[src/rtl/pulse_sign_gen.sv]
// Step-pulse generator: emits PulseNum PUL pulses after a DIR setup delay.
// Optional macro SOFT_START_EN stretches the first three pulses (4x, 3x, 2x HALF_PERIOD).
module pulse_sign_gen #(
  parameter int HALF_PERIOD = 50,
  parameter int DIR_SETUP   = 10,
  parameter int CNT_W       = 10
) (
  input  logic             clk,
  input  logic             rst,
  input  logic             Enable,
  input  logic [CNT_W-1:0] PulseNum,
  input  logic             DR,
  output logic             PUL,
  output logic             DIR,
  output logic             Busy,
  output logic             Done,
  output logic [CNT_W-1:0] PulseCount
);

`ifdef SOFT_START_EN
  localparam int PHASE_MAX = 4 * HALF_PERIOD;
`else
  localparam int PHASE_MAX = HALF_PERIOD;
`endif
  localparam int TMR_MAX = (PHASE_MAX > DIR_SETUP) ? PHASE_MAX : DIR_SETUP;
  localparam int TMR_W   = (TMR_MAX > 1) ? $clog2(TMR_MAX) : 1;

  typedef enum logic [2:0] {
    IDLE  = 3'd0,
    SETUP = 3'd1,
    HIGH  = 3'd2,
    LOW   = 3'd3,
    DONE  = 3'd4
  } state_t;

  state_t             state_reg, state_next;
  logic [TMR_W-1:0]   timer_reg, timer_next;
  logic [CNT_W-1:0]   remaining_reg, remaining_next;
  logic [CNT_W-1:0]   pulse_count_reg, pulse_count_next;
  logic               dir_reg, dir_next;
  logic [TMR_W-1:0]   phase_last;

  // Timer reload value for the phase being entered; pulse_count_reg is the
  // index of the pulse that the next HIGH or LOW phase belongs to.
  always_comb begin
    phase_last = TMR_W'(HALF_PERIOD - 1);
`ifdef SOFT_START_EN
    if (int'(pulse_count_reg) == 0)
      phase_last = TMR_W'(4 * HALF_PERIOD - 1);
    else if (int'(pulse_count_reg) == 1)
      phase_last = TMR_W'(3 * HALF_PERIOD - 1);
    else if (int'(pulse_count_reg) == 2)
      phase_last = TMR_W'(2 * HALF_PERIOD - 1);
`endif
  end

  always_ff @(posedge clk or negedge rst) begin
    if (!rst) state_reg <= IDLE;
    else      state_reg <= state_next;
  end

  always_comb begin
    state_next       = state_reg;
    timer_next       = timer_reg;
    remaining_next   = remaining_reg;
    pulse_count_next = pulse_count_reg;
    dir_next         = dir_reg;
    PUL              = 1'b0;
    Busy             = 1'b1;
    Done             = 1'b0;
    case (state_reg)
      IDLE: begin
        Busy = 1'b0;
        if (Enable && (PulseNum != '0)) begin
          state_next       = SETUP;
          remaining_next   = PulseNum;
          dir_next         = DR;
          pulse_count_next = '0;
          timer_next       = TMR_W'(DIR_SETUP - 1);
        end
      end
      SETUP: begin
        if (timer_reg == '0) begin
          state_next = HIGH;
          timer_next = phase_last;
        end else begin
          timer_next = timer_reg - 1'b1;
        end
      end
      HIGH: begin
        PUL = 1'b1;
        if (timer_reg == '0) begin
          state_next       = LOW;
          timer_next       = phase_last;
          remaining_next   = remaining_reg - 1'b1;
          pulse_count_next = pulse_count_reg + 1'b1;
        end else begin
          timer_next = timer_reg - 1'b1;
        end
      end
      LOW: begin
        if (timer_reg == '0) begin
          state_next = (remaining_reg == '0) ? DONE : HIGH;
          timer_next = phase_last;
        end else begin
          timer_next = timer_reg - 1'b1;
        end
      end
      DONE: begin
        Done       = 1'b1;
        state_next = IDLE;
      end
      default: begin
        Busy       = 1'b0;
        state_next = IDLE;
      end
    endcase
  end

  always_ff @(posedge clk or negedge rst) begin
    if (!rst) begin
      timer_reg       <= '0;
      remaining_reg   <= '0;
      pulse_count_reg <= '0;
      dir_reg         <= 1'b0;
    end else begin
      timer_reg       <= timer_next;
      remaining_reg   <= remaining_next;
      pulse_count_reg <= pulse_count_next;
      dir_reg         <= dir_next;
    end
  end

  assign DIR        = dir_reg;
  assign PulseCount = pulse_count_reg;

endmodule

[config.mk]
export PLATFORM = sky130hd
export DESIGN_NAME = pulse_sign_gen
export DESIGN_NICKNAME = d
export VERILOG_FILES = /design/src/rtl/pulse_sign_gen.sv
export SDC_FILE = /design/constraint.sdc
export NUM_CORES = 1
export LEC_CHECK = 0
export ABC_CLOCK_PERIOD_IN_PS = 6300
export CORE_MARGIN = 2
export CORE_UTILIZATION = 57
export CTS_CLUSTER_DIAMETER = 150
export DETAILED_ROUTE_END_ITERATION = 8
export HOLD_SLACK_MARGIN = 0.03
export PLACE_DENSITY = 0.84
export SYNTH_ARGS = -nofsm -noshare
export SYNTH_HDL_FRONTEND = slang
export SYNTH_SLANG_ARGS = --single-unit
[constraint.sdc]
create_clock -name clk -period 6.3 [get_ports clk]
set_input_delay 1.89 -clock clk [delete_from_list [all_inputs] [get_ports clk]]
set_output_delay 1.89 -clock clk [all_outputs]
set_load 0.02 [all_outputs]
-- After elaboration in Yosys (flattened, before gate mapping)
Index checks and enable logic that the tools add are counted.
- bits in registers: 30
- input bits: 14
- output and inout port bits: 14
- word-level logic and storage cells: 47
- mux-type cells: 18
- equality and inequality tests: 8
- reductions and logical operators: 13
- add/sub/neg operators: 3
- operators with widths (operator ; number):
    $mux W10 ; 4
    $pmux W10 S2 ; 2
    $mux W3 ; 5
    $mux W6 ; 2
    $pmux W3 S4 ; 1
    $pmux W6 S2 ; 1
    $add A10 B1 Y10 const B ; 1
    $logic_not A10 Y1 ; 1
    $reduce_bool A10 Y1 ; 1
    $sub A10 B1 Y10 const B ; 1
    $ne A2 B2 Y1 const B ; 4
    $eq A3 B2 Y1 const B ; 2
    $logic_not A6 Y1 ; 1
    $sub A6 B1 Y6 const B ; 1
    $reduce_and A2 Y1 ; 2
    $reduce_and A4 Y1 ; 1
    $reduce_bool A2 Y1 ; 2
    $reduce_or A4 Y1 ; 1
    $eq A3 B1 Y1 const B ; 1
    $eq A3 B3 Y1 const B ; 1
    $logic_not A3 Y1 ; 1
    $mux W1 ; 3
    $reduce_and A3 Y1 ; 1
    $reduce_or A3 Y1 ; 1
    $logic_and A1 B1 Y1 ; 1

-- Longest topological paths before layout
Gate-level depths: netlist of the first run.
- depth after elaboration: 4
- depth in mapped cells: 7
- gate-level depth less buffers: 6

-- Least setup slack after synthesis of the first run
Ideal clock, no wire load.
- path type: input-to-reg
- from: in PulseNum[2]
- to: reg remaining_reg[4]
- data arrival time: 3.296 ns
- setup slack: 2.884 ns
- stages: 5
- buffers on the path: 1
- library setup time: 0.120 ns
- path through: or4_1 o31ai_1 buf_4 nand2_1 o211a_1
- longest elaborated chain between the ends: 4
- RTL lines (what ; RTL line ; text):
    start, declared ; 11 ; input logic [CNT_W-1:0] PulseNum,
    $reduce_bool A10 Y1 ; 74 ; if (Enable && (PulseNum != '0)) begin
    $logic_and A1 B1 Y1 ; 74 ;
    $ne A2 B2 Y1 (no line) ; n/a ;
    $reduce_and A3 Y1 (no line) ; n/a ;
    end signal, assigned ; 128 ; remaining_reg <= remaining_next;
    end, declared ; 38 ; logic [CNT_W-1:0] remaining_reg, remaining_next;
Every way passes these cells.
A chain may end at the register's enable or synchronous reset.

-- Final worst setup path of the first run
- from: reg state_reg[1]
- to: out PUL
- longest elaborated chain between the ends: 2
- RTL lines (what ; RTL line ; text):
    start, declared ; 36 ; state_t state_reg, state_next;
    start signal, assigned ; 59 ; else state_reg <= state_next;
    $eq A3 B2 Y1 ; 71 ; case (state_reg)
    $mux W1 ; 71 ;
    end, declared ; 13 ; output logic PUL,
Every way passes these cells.

==> results.cfg, run 1 <==
[sta]
slew_violations = 0
fin_worst_skew_ns = 0.0124
period_needed_ns = 4.14
fin_crit_sh_pct = 65.8
worst_pin_slew_ns = 0.879
setup_violations = 0
finalSetupTns_ns = 0
hold_violations = 0
timing.fmax_mhz = 241
relSlewSlack_pct = 41.4
rsz0062_at_grt = no

[cts]
holdBufCountCts = 0
clockBufferDepth = 2
cts.sinks = 30
worst_skew_pair.late_latency_ns = 0.34
cts_setup_buffers = 0
cts_tree = built
cts_buffers = 5
h-tree-depth = 2
cts_root_buf = clkbuf_4
clk_pin_slew_ns = 0.11
cts_resized = 0

[floorplanning]
die_w_um = 60.4
dieArea_um2 = 3650
core-area_um2 = 3050
initial_core_util_pct = 59.5
io_pins = 28
die_y_um = 60.4
rows = 20

[synth]
synth_top_area_share_pct = 41.4
async_flop_share_pct = 100
synth-seq-cells = 30
yosysMostFrequentCell = dfrtp_1
synth_edf_count = 0
syn_nets = 216
synthDistinctLibCells = 53
synthAdderAreaFrac_pct = 3.45
synth_flop_cell = dfrtp_1
yosysWarningCount = 0
synth_area_leaders = dfrtp_1 41%, or4_1 3.7%, ha_1 3.4%
postSynthCellCount = 197
syn_avg_cell_area_um2 = 9.22
synthMuxAreaShare_pct = 2.21
synth_top_cells_by_count = 30 x dfrtp_1, 16 x nand2_1, 14 x nor2_1
synth_compound_area_share_pct = 20.9
synth_area_leader_cell = dfrtp_1
synth-seq-area-share_pct = 41.4
synth_top_family_by_area = simple AND/OR/NAND/NOR gates
yosys.area_share.simple_pct = 26.1
synth_area_um2 = 1820
synth_xor_area_share_pct = 1.93

[critical_path]
worstReg2RegEnd = PulseCount[6]
cp_data_arrival_time_ns = 2.25
worstReg2RegStart = timer_reg[1]
cp_max_fo = 15
reg2reg_depth = 6
required_ns = 4.41
critPathKind = reg -> out
reg2reg_slack_ns = 3.80
startpoint_type = flip-flop
startpoint = state_reg[1]
crit_path_end_kind = output pin

[finish]
syn_to_final_growth_pct = 19.6
antenna_cells = 0
final_layout_size_suffix_gt1_share_pct = 7.59
final_nets = 242
stdcell_count = 268

[placed_design]
dp_hpwl_mm = 3.27
io_buffers = 27
place.gp.congestion = 0.892
dp_cells = 260

[status]
run_status = complete, no violations

[routing]
drt_iter0_drc = 139
routed_wl_mm = 4.72
wl_per_cell_um = 17.6
vias = 1703
drtAntennaViolNets = 0
drc = 0
vias_per_cell = 6.35
drt_pass1_iterations = 5

[power]
pwr-share-seq_pct = 43.1
combPwrFrac_pct = 40.6
p_leak_nw = 0.877
power.switching_uw = 335
intPower_uw = 437
max-vdd-ir-drop_mv = 0.202
swShare_pct = 43.4
p_clk_share_pct = 16.3
power_density_nw_per_um2 = 356

[global_routing]
grt_max_degree = 31
groute.usage.overall_pct = 28.7
grt_pass1_vias = 1619
antenna_found_initial = 0
grt.overflow.total = 0
grt_pass1_wl_mm = 7.73

[hold_path]
hp-class = reg -> reg
min_to = DIR
hold_path_depth = 2
min-delay-start = DIR

[job]
cap_violations = 0
how the worst max path moves through the flow:
stage                  endpoint  slack, ns  depth (start not counted)
6_report                    PUL       2.16                          2
5_1_grt                     PUL       2.06                          2
4_1_cts                     PUL       2.20                          2
3_5_place_dp   remaining_reg[2]       2.18                          5
3_3_place_gp      PulseCount[9]       2.23                          5
2_1_floorplan  remaining_reg[4]       2.88                          5
layout by cell type (no fill, tap or decap), types with 2 or more instances in the layout:
master	netlist	layout
o31ai_1	3	3
and2_1	2	2
clkbuf_4	0	5
buf_4	2	2
a21o_1	3	3
o21ai_0	10	10
ha_1	5	5
a22o_1	2	2
o31a_1	2	2
a211o_1	2	2
nand2_1	16	16
a21oi_1	10	10
xor2_1	3	3
and3_1	3	3
inv_1	6	6
nor3_1	8	8
dfrtp_1	30	30
nor4_1	2	2
nand2b_1	2	2
nand3_1	7	7
a211oi_1	4	4
or3_1	2	2
nor3b_1	5	5
o22ai_1	3	3
nor2_1	14	14
nand4_1	6	6
clkdlybuf4s50_1	0	27
mux2i_1	4	4
or4_1	9	9
stage by stage:
stage	hold slack (ns)	power [mW]	utilization, %	instance area (um^2)	setup slack [ns]
6_report	0.532	0.772	71.1	2170	2.16
2_1_floorplan	0.484	0.544	-	1820	2.88
5_1_grt	0.561	0.823	71.1	2170	2.06
3_5_place_dp	0.506	0.638	69.0	2110	2.18
3_3_place_gp	0.466	0.620	69.0	2110	2.23
4_1_cts	0.531	0.764	71.1	2170	2.20
logic make-up after synthesis:
family                   after synthesis
AND/OR/NAND/NOR                       83
AO/OA/AOI/OAI                         54
flip-flops                            30
buffers and inverters                 17
adder cells (fa/ha/maj)                5
XOR/XNOR                               4
multiplexers                           4
worst max-delay path, cell delays in order (launching register included):
cell,delay (ns)
dfrtp_1,0.68
nor3b_4,0.53
clkdlybuf4s50_1,0.70
cell type report:
class / instances / area, um^2
multi-input cells: 150 / 990
repair buffers: 29 / 285
clock buffers: 6 / 51.3
well taps: 44 / 55.1
inverters: 7 / 26.3
clock inverters: 2 / 12.5
flip-flops and latches: 30 / 751
fillers: 270 / 882
per-layer routing:
metal  part of all wire, %  up-vias  GRT usage [%]
met3                   7.9        8           7.04
met5                     0        -              0
li1                      -      796              -
met1                    44      818           39.3
met2                    46       81           44.3
met4                   1.5        0           11.5
power by group through the flow:
| stage | clock [mW] | combinational, mW | sequential [mW] |
|---|---|---|---|
| after floorplan | 0 | 0.244 | 0.299 |
| after global placement | 0 | 0.296 | 0.324 |
| after detailed placement | 0 | 0.306 | 0.332 |
| after CTS | 0.126 | 0.310 | 0.329 |
| after global routing | 0.135 | 0.347 | 0.341 |
| final | 0.126 | 0.314 | 0.333 |
Power figures use the tool's default switching activity.
==> run 2: changes to the inputs <==
Settings changed: ABC_CLOCK_PERIOD_IN_PS 6300 to 3800, CORE_UTILIZATION 57 to 48, PLACE_DENSITY 0.84 to 0.75.
Clock period 6.3 ns to 3.8 ns, I/O delays scaled along.
==> run 2 against run 1 <==
  * Register-to-register slack worse by 2.4 ns
  * Wire length fell by 6.0%
  * Clock-buffer cell count is 2 higher
  * Clock skew down 0.0096 ns
  * First-iteration DRC count increased by 22%
  * Setup slack got worse by 1.5 ns
  * Sequential share of layout area shrank 0.91 points
  * Sequential power rose by 64%
  * Hold slack got worse by 0.050 ns
  * Sequential cell count did not move
  * Final area grew 2.7%
  * Critical path type unchanged
==> results.cfg, run 2 (same netlist as run 1, synthesis figures left out) <==
[critical_path]
required_ns = 2.66
crit_chain = nor3b_4 > buf_4 > clkdlybuf4s50_1
critPathKind = reg -> out
cp_data_arrival_time_ns = 2.01
startpoint_type = flip-flop
cp_max_fo = 15
max_stage_delay_ns = 0.65
slowest_stage = dfrtp_1
crit_path_end_kind = output pin
startpoint = state_reg[1]
reg2reg_slack_ns = 1.40
worstReg2RegStart = state_reg[1]

[finish]
syn_to_final_growth_pct = 22.8
final_layout_size_suffix_gt1_share_pct = 8.00
antenna_cells = 0
mostFrequentLayoutCell = dfrtp_1
final_nets = 243
final_cell_mix = 30 x dfrtp_1, 27 x clkdlybuf4s50_1, 16 x nand2_1
fillCellCount = 335

[hold_path]
hp-class = reg -> reg
min-delay-start = DIR

[power]
power_density_nw_per_um2 = 612
p_leak_nw = 0.906
combPwrFrac_pct = 37.5
power.switching_uw = 544
swShare_pct = 39.9
intPower_uw = 821
p_total_mw = 1.36
pwr-share-seq_pct = 40.0
p_clk_share_pct = 22.5
max-vdd-ir-drop_mv = 0.401

[routing]
drtAntennaViolNets = 0
wl_per_cell_um = 16.2
drt_pass1_iterations = 4
drc = 0
routed_wl_mm = 4.44
vias_per_cell = 6.12
drt_iter0_drc = 170
vias = 1670

[cts]
h-tree-depth = 2
worst_skew_pair.late_latency_ns = 0.28
cts_setup_buffers = 0
holdBufCountCts = 0
cts_root_buf = clkbuf_8
cts_buffers = 5
cts.sinks = 30
clk_pin_slew_ns = 0.06
clockBufferDepth = 2
cts_resized = 0
cts_tree = built

[floorplanning]
die_w_um = 65.5
io_pins = 28
initial_core_util_pct = 49.6
core-area_um2 = 3660
die_y_um = 65.5
rows = 22
dieArea_um2 = 4290

[sta]
fin_worst_skew_ns = 0.00284
whs_ns = 0.482
timing.fmax_mhz = 317
slew_violations = 0
rsz0062_at_grt = no
worst_pin_slew_ns = 0.881
finalSetupTns_ns = 0
fin_crit_sh_pct = 83.0
period_needed_ns = 3.15
relSlewSlack_pct = 41.3
hold_violations = 0
setup_violations = 0

[placed_design]
io_buffers = 27
place.gp.congestion = 0.799
dp_hpwl_mm = 2.95

[global_routing]
groute.usage.overall_pct = 22.6
grt_pass1_wl_mm = 7.38
antenna_found_initial = 0
grt_pass1_vias = 1557
grt_max_degree = 31
grt.overflow.total = 0

[job]
cap_violations = 0

[status]
run_status = complete, no violations
-- run 2: power groups by stage --
stage	combinational [mW]	sequential (mW)	clock [mW]
floorplan	0.405	0.497	0
global placement	0.494	0.544	0
detailed placement	0.501	0.548	0
CTS	0.511	0.542	0.311
global route	0.574	0.561	0.323
finish	0.512	0.546	0.306
-- run 2: worst paths after layout --
check | to | depth (start not counted)
min in group asynchronous | remaining_reg[2] | 2
worst max-delay path | PUL | 3
worst min-delay path | DIR | 2
max in group asynchronous | PulseCount[7] | 2
worst max register to register | remaining_reg[2] | 4
worst min register to register | DIR | 2
-- run 2: per-stage QoR --
stage	setup WS [ns]	cell area, um^2	utilization, %	std cells
final	0.648	2230	60.9	273
after global routing	0.585	2230	60.9	273
after CTS	0.656	2230	60.9	273
after detailed placement	0.402	2120	57.9	265
after global placement	0.458	2120	57.9	265
after floorplan	1.13	1820	-	197
-- run 2: critical path, delay by kind of cell (launching register included) --
kind | cells | cell delay [ns]
buf+inv | 2 | 0.82
simple gates | 1 | 0.26
flops | 1 | 0.65
-- run 2: final cells by class --
cell class              count  area [um^2]  share of cell area (%)
repair buffers             30          293                    13.1
multi-input cells         150          990                    44.4
inverters                   7         26.3                    1.18
clock buffers               8          110                    4.94
flip-flops and latches     30          751                    33.7
well taps                  48         60.1                    2.69
-- run 2: routing by layer --
layer	up-vias	global-route usage [%]	wire length, um	part of all wire (%)
met5	-	0	0	0
met4	0	10.7	72	1.6
met3	9	4.28	302	6.8
met2	63	35.2	2010	45
met1	799	30.3	2050	46
li1	799	-	-	-
==> run 3: changes to the inputs <==
Settings changed: ABC_CLOCK_PERIOD_IN_PS 3800 to 3100, CORE_UTILIZATION 48 to 53, PLACE_DENSITY 0.75 to 0.79.
Clock period 3.8 ns to 3.1 ns, I/O delays scaled along.
==> run 3 against run 2 <==
  * Global-route usage is 2.8 points higher
  * Utilization is 5.1 points higher
  * First-iteration DRC count is 29% lower
  * Combinational power grew 30%
  * Critical path type unchanged
  * Critical path depth unchanged
==> results.cfg, run 3 (same netlist as run 1, synthesis figures left out) <==
[sta]
relSlewSlack_pct = 65.3
period_needed_ns = 2.89
setup_violations = 0
slew_violations = 0
finalSetupTns_ns = 0
timing.fmax_mhz = 346
rsz0062_at_grt = no
fin_ws_ns = 0.213
fin_worst_skew_ns = 0.0154
hold_violations = 0
worst_pin_slew_ns = 0.520
fin_crit_sh_pct = 93.1

[finish]
final_layout_size_suffix_gt1_share_pct = 7.93
syn_to_final_growth_pct = 20.3
final_cell_mix = 30 x dfrtp_1, 27 x clkdlybuf4s50_1, 16 x nand2_1
final_nets = 246
antenna_cells = 0
mostFrequentLayoutCell = dfrtp_1

[floorplanning]
rows = 21
dieArea_um2 = 3910
die_y_um = 62.5
initial_core_util_pct = 54.8
core-area_um2 = 3310
io_pins = 28
die_w_um = 62.5

[routing]
routed_wl_mm = 4.50
routed.top_layer = met4
wl_per_cell_um = 16.5
drc = 0
drtAntennaViolNets = 0
drt_pass1_iterations = 4
vias_per_cell = 6.26
dr_wl_met2_mm = 2.14
drt_iter0_drc = 121
wirelength_met1_mm = 2.07
vias = 1710
met3_length_um = 227

[cts]
clockBufferDepth = 2
cts_tree = built
h-tree-depth = 2
cts_setup_buffers = 0
worst_skew_pair.late_latency_ns = 0.34
holdBufCountCts = 0
cts_buffers = 5
cts_root_buf = clkbuf_4
cts.sinks = 30
clk_pin_slew_ns = 0.10
cts_resized = 0

[global_routing]
antenna_found_initial = 0
groute.usage.overall_pct = 25.4
grt_pass1_vias = 1690
grt_max_degree = 31
grt_pass1_wl_mm = 7.85
grt.overflow.total = 0

[power]
pwr-share-seq_pct = 43.2
p_leak_nw = 0.889
p_clk_share_pct = 13.9
swShare_pct = 42.6
max-vdd-ir-drop_mv = 0.358
power_density_nw_per_um2 = 710
intPower_uw = 890
power.switching_uw = 660
combPwrFrac_pct = 42.9

[job]
cap_violations = 0

[critical_path]
startpoint_type = flip-flop
crit_path_end_kind = output pin
cp_data_arrival_time_ns = 1.96
required_ns = 2.17
cp_max_fo = 15
critPathKind = reg -> out

[placed_design]
place_ws_ns = 0.0484
dp_hpwl_mm = 3.19
io_buffers = 27
place.gp.congestion = 0.873

[hold_path]
hp-class = reg -> reg

[status]
run_status = complete, no violations
==> run 3: through the flow <==
step | power, mW | instances | hold WS, ns | utilization (%) | instance area [um^2]
floorplan | 1.11 | 197 | 0.484 | - | 1820
global placement | 1.29 | 266 | 0.467 | 64.6 | 2140
finish | 1.55 | 273 | 0.515 | 66.0 | 2180
CTS | 1.55 | 273 | 0.520 | 66.0 | 2180
detailed placement | 1.33 | 266 | 0.483 | 64.6 | 2140
global route | 1.68 | 273 | 0.547 | 66.0 | 2180
==> run 3: final timing paths <==
kind / start / to / slack [ns] / depth (start not counted)
worst min register to register: DIR / DIR / 0.51 / 2
worst max register to register: timer_reg[0] / PulseCount[6] / 0.81 / 6
worst max-delay path: state_reg[1] / Busy / 0.21 / 3
max in group asynchronous: rst / PulseCount[5] / 1.83 / 2
min in group asynchronous: rst / state_reg[1] / 0.97 / 2
worst min-delay path: DIR / DIR / 0.51 / 2
==> run 3: final cells by class <==
cell class                 instances  area [um^2]
sequential                        30          751
fill                             301         1130
multi-input combinational        150          990
tap                               46         57.6
clock buffer                       7         45.0
timing repair buffer              33          315
inverter                           7         26.3
==> run 3: metal layers <==
metal | track usage [%] | up-vias
li1 | - | 806
met1 | 33.4 | 837
met2 | 41.8 | 59
met3 | 6.13 | 8
met4 | 7.50 | 0
met5 | 0 | -
==> run 3: worst max-delay path, stage by stage (launching register included) <==
cell and delay, ns:
dfrtp_1 0.58, nor2_1 0.27, xnor2_1 0.14, clkdlybuf4s50_1 0.62
==> run 3: power groups by stage <==
stage,sequential [mW],combinational [mW],clock [mW]
after detailed placement,0.671,0.659,0
after CTS,0.665,0.664,0.222
after floorplan,0.609,0.497,0
after global routing,0.692,0.739,0.246
final,0.669,0.665,0.216
after global placement,0.661,0.634,0
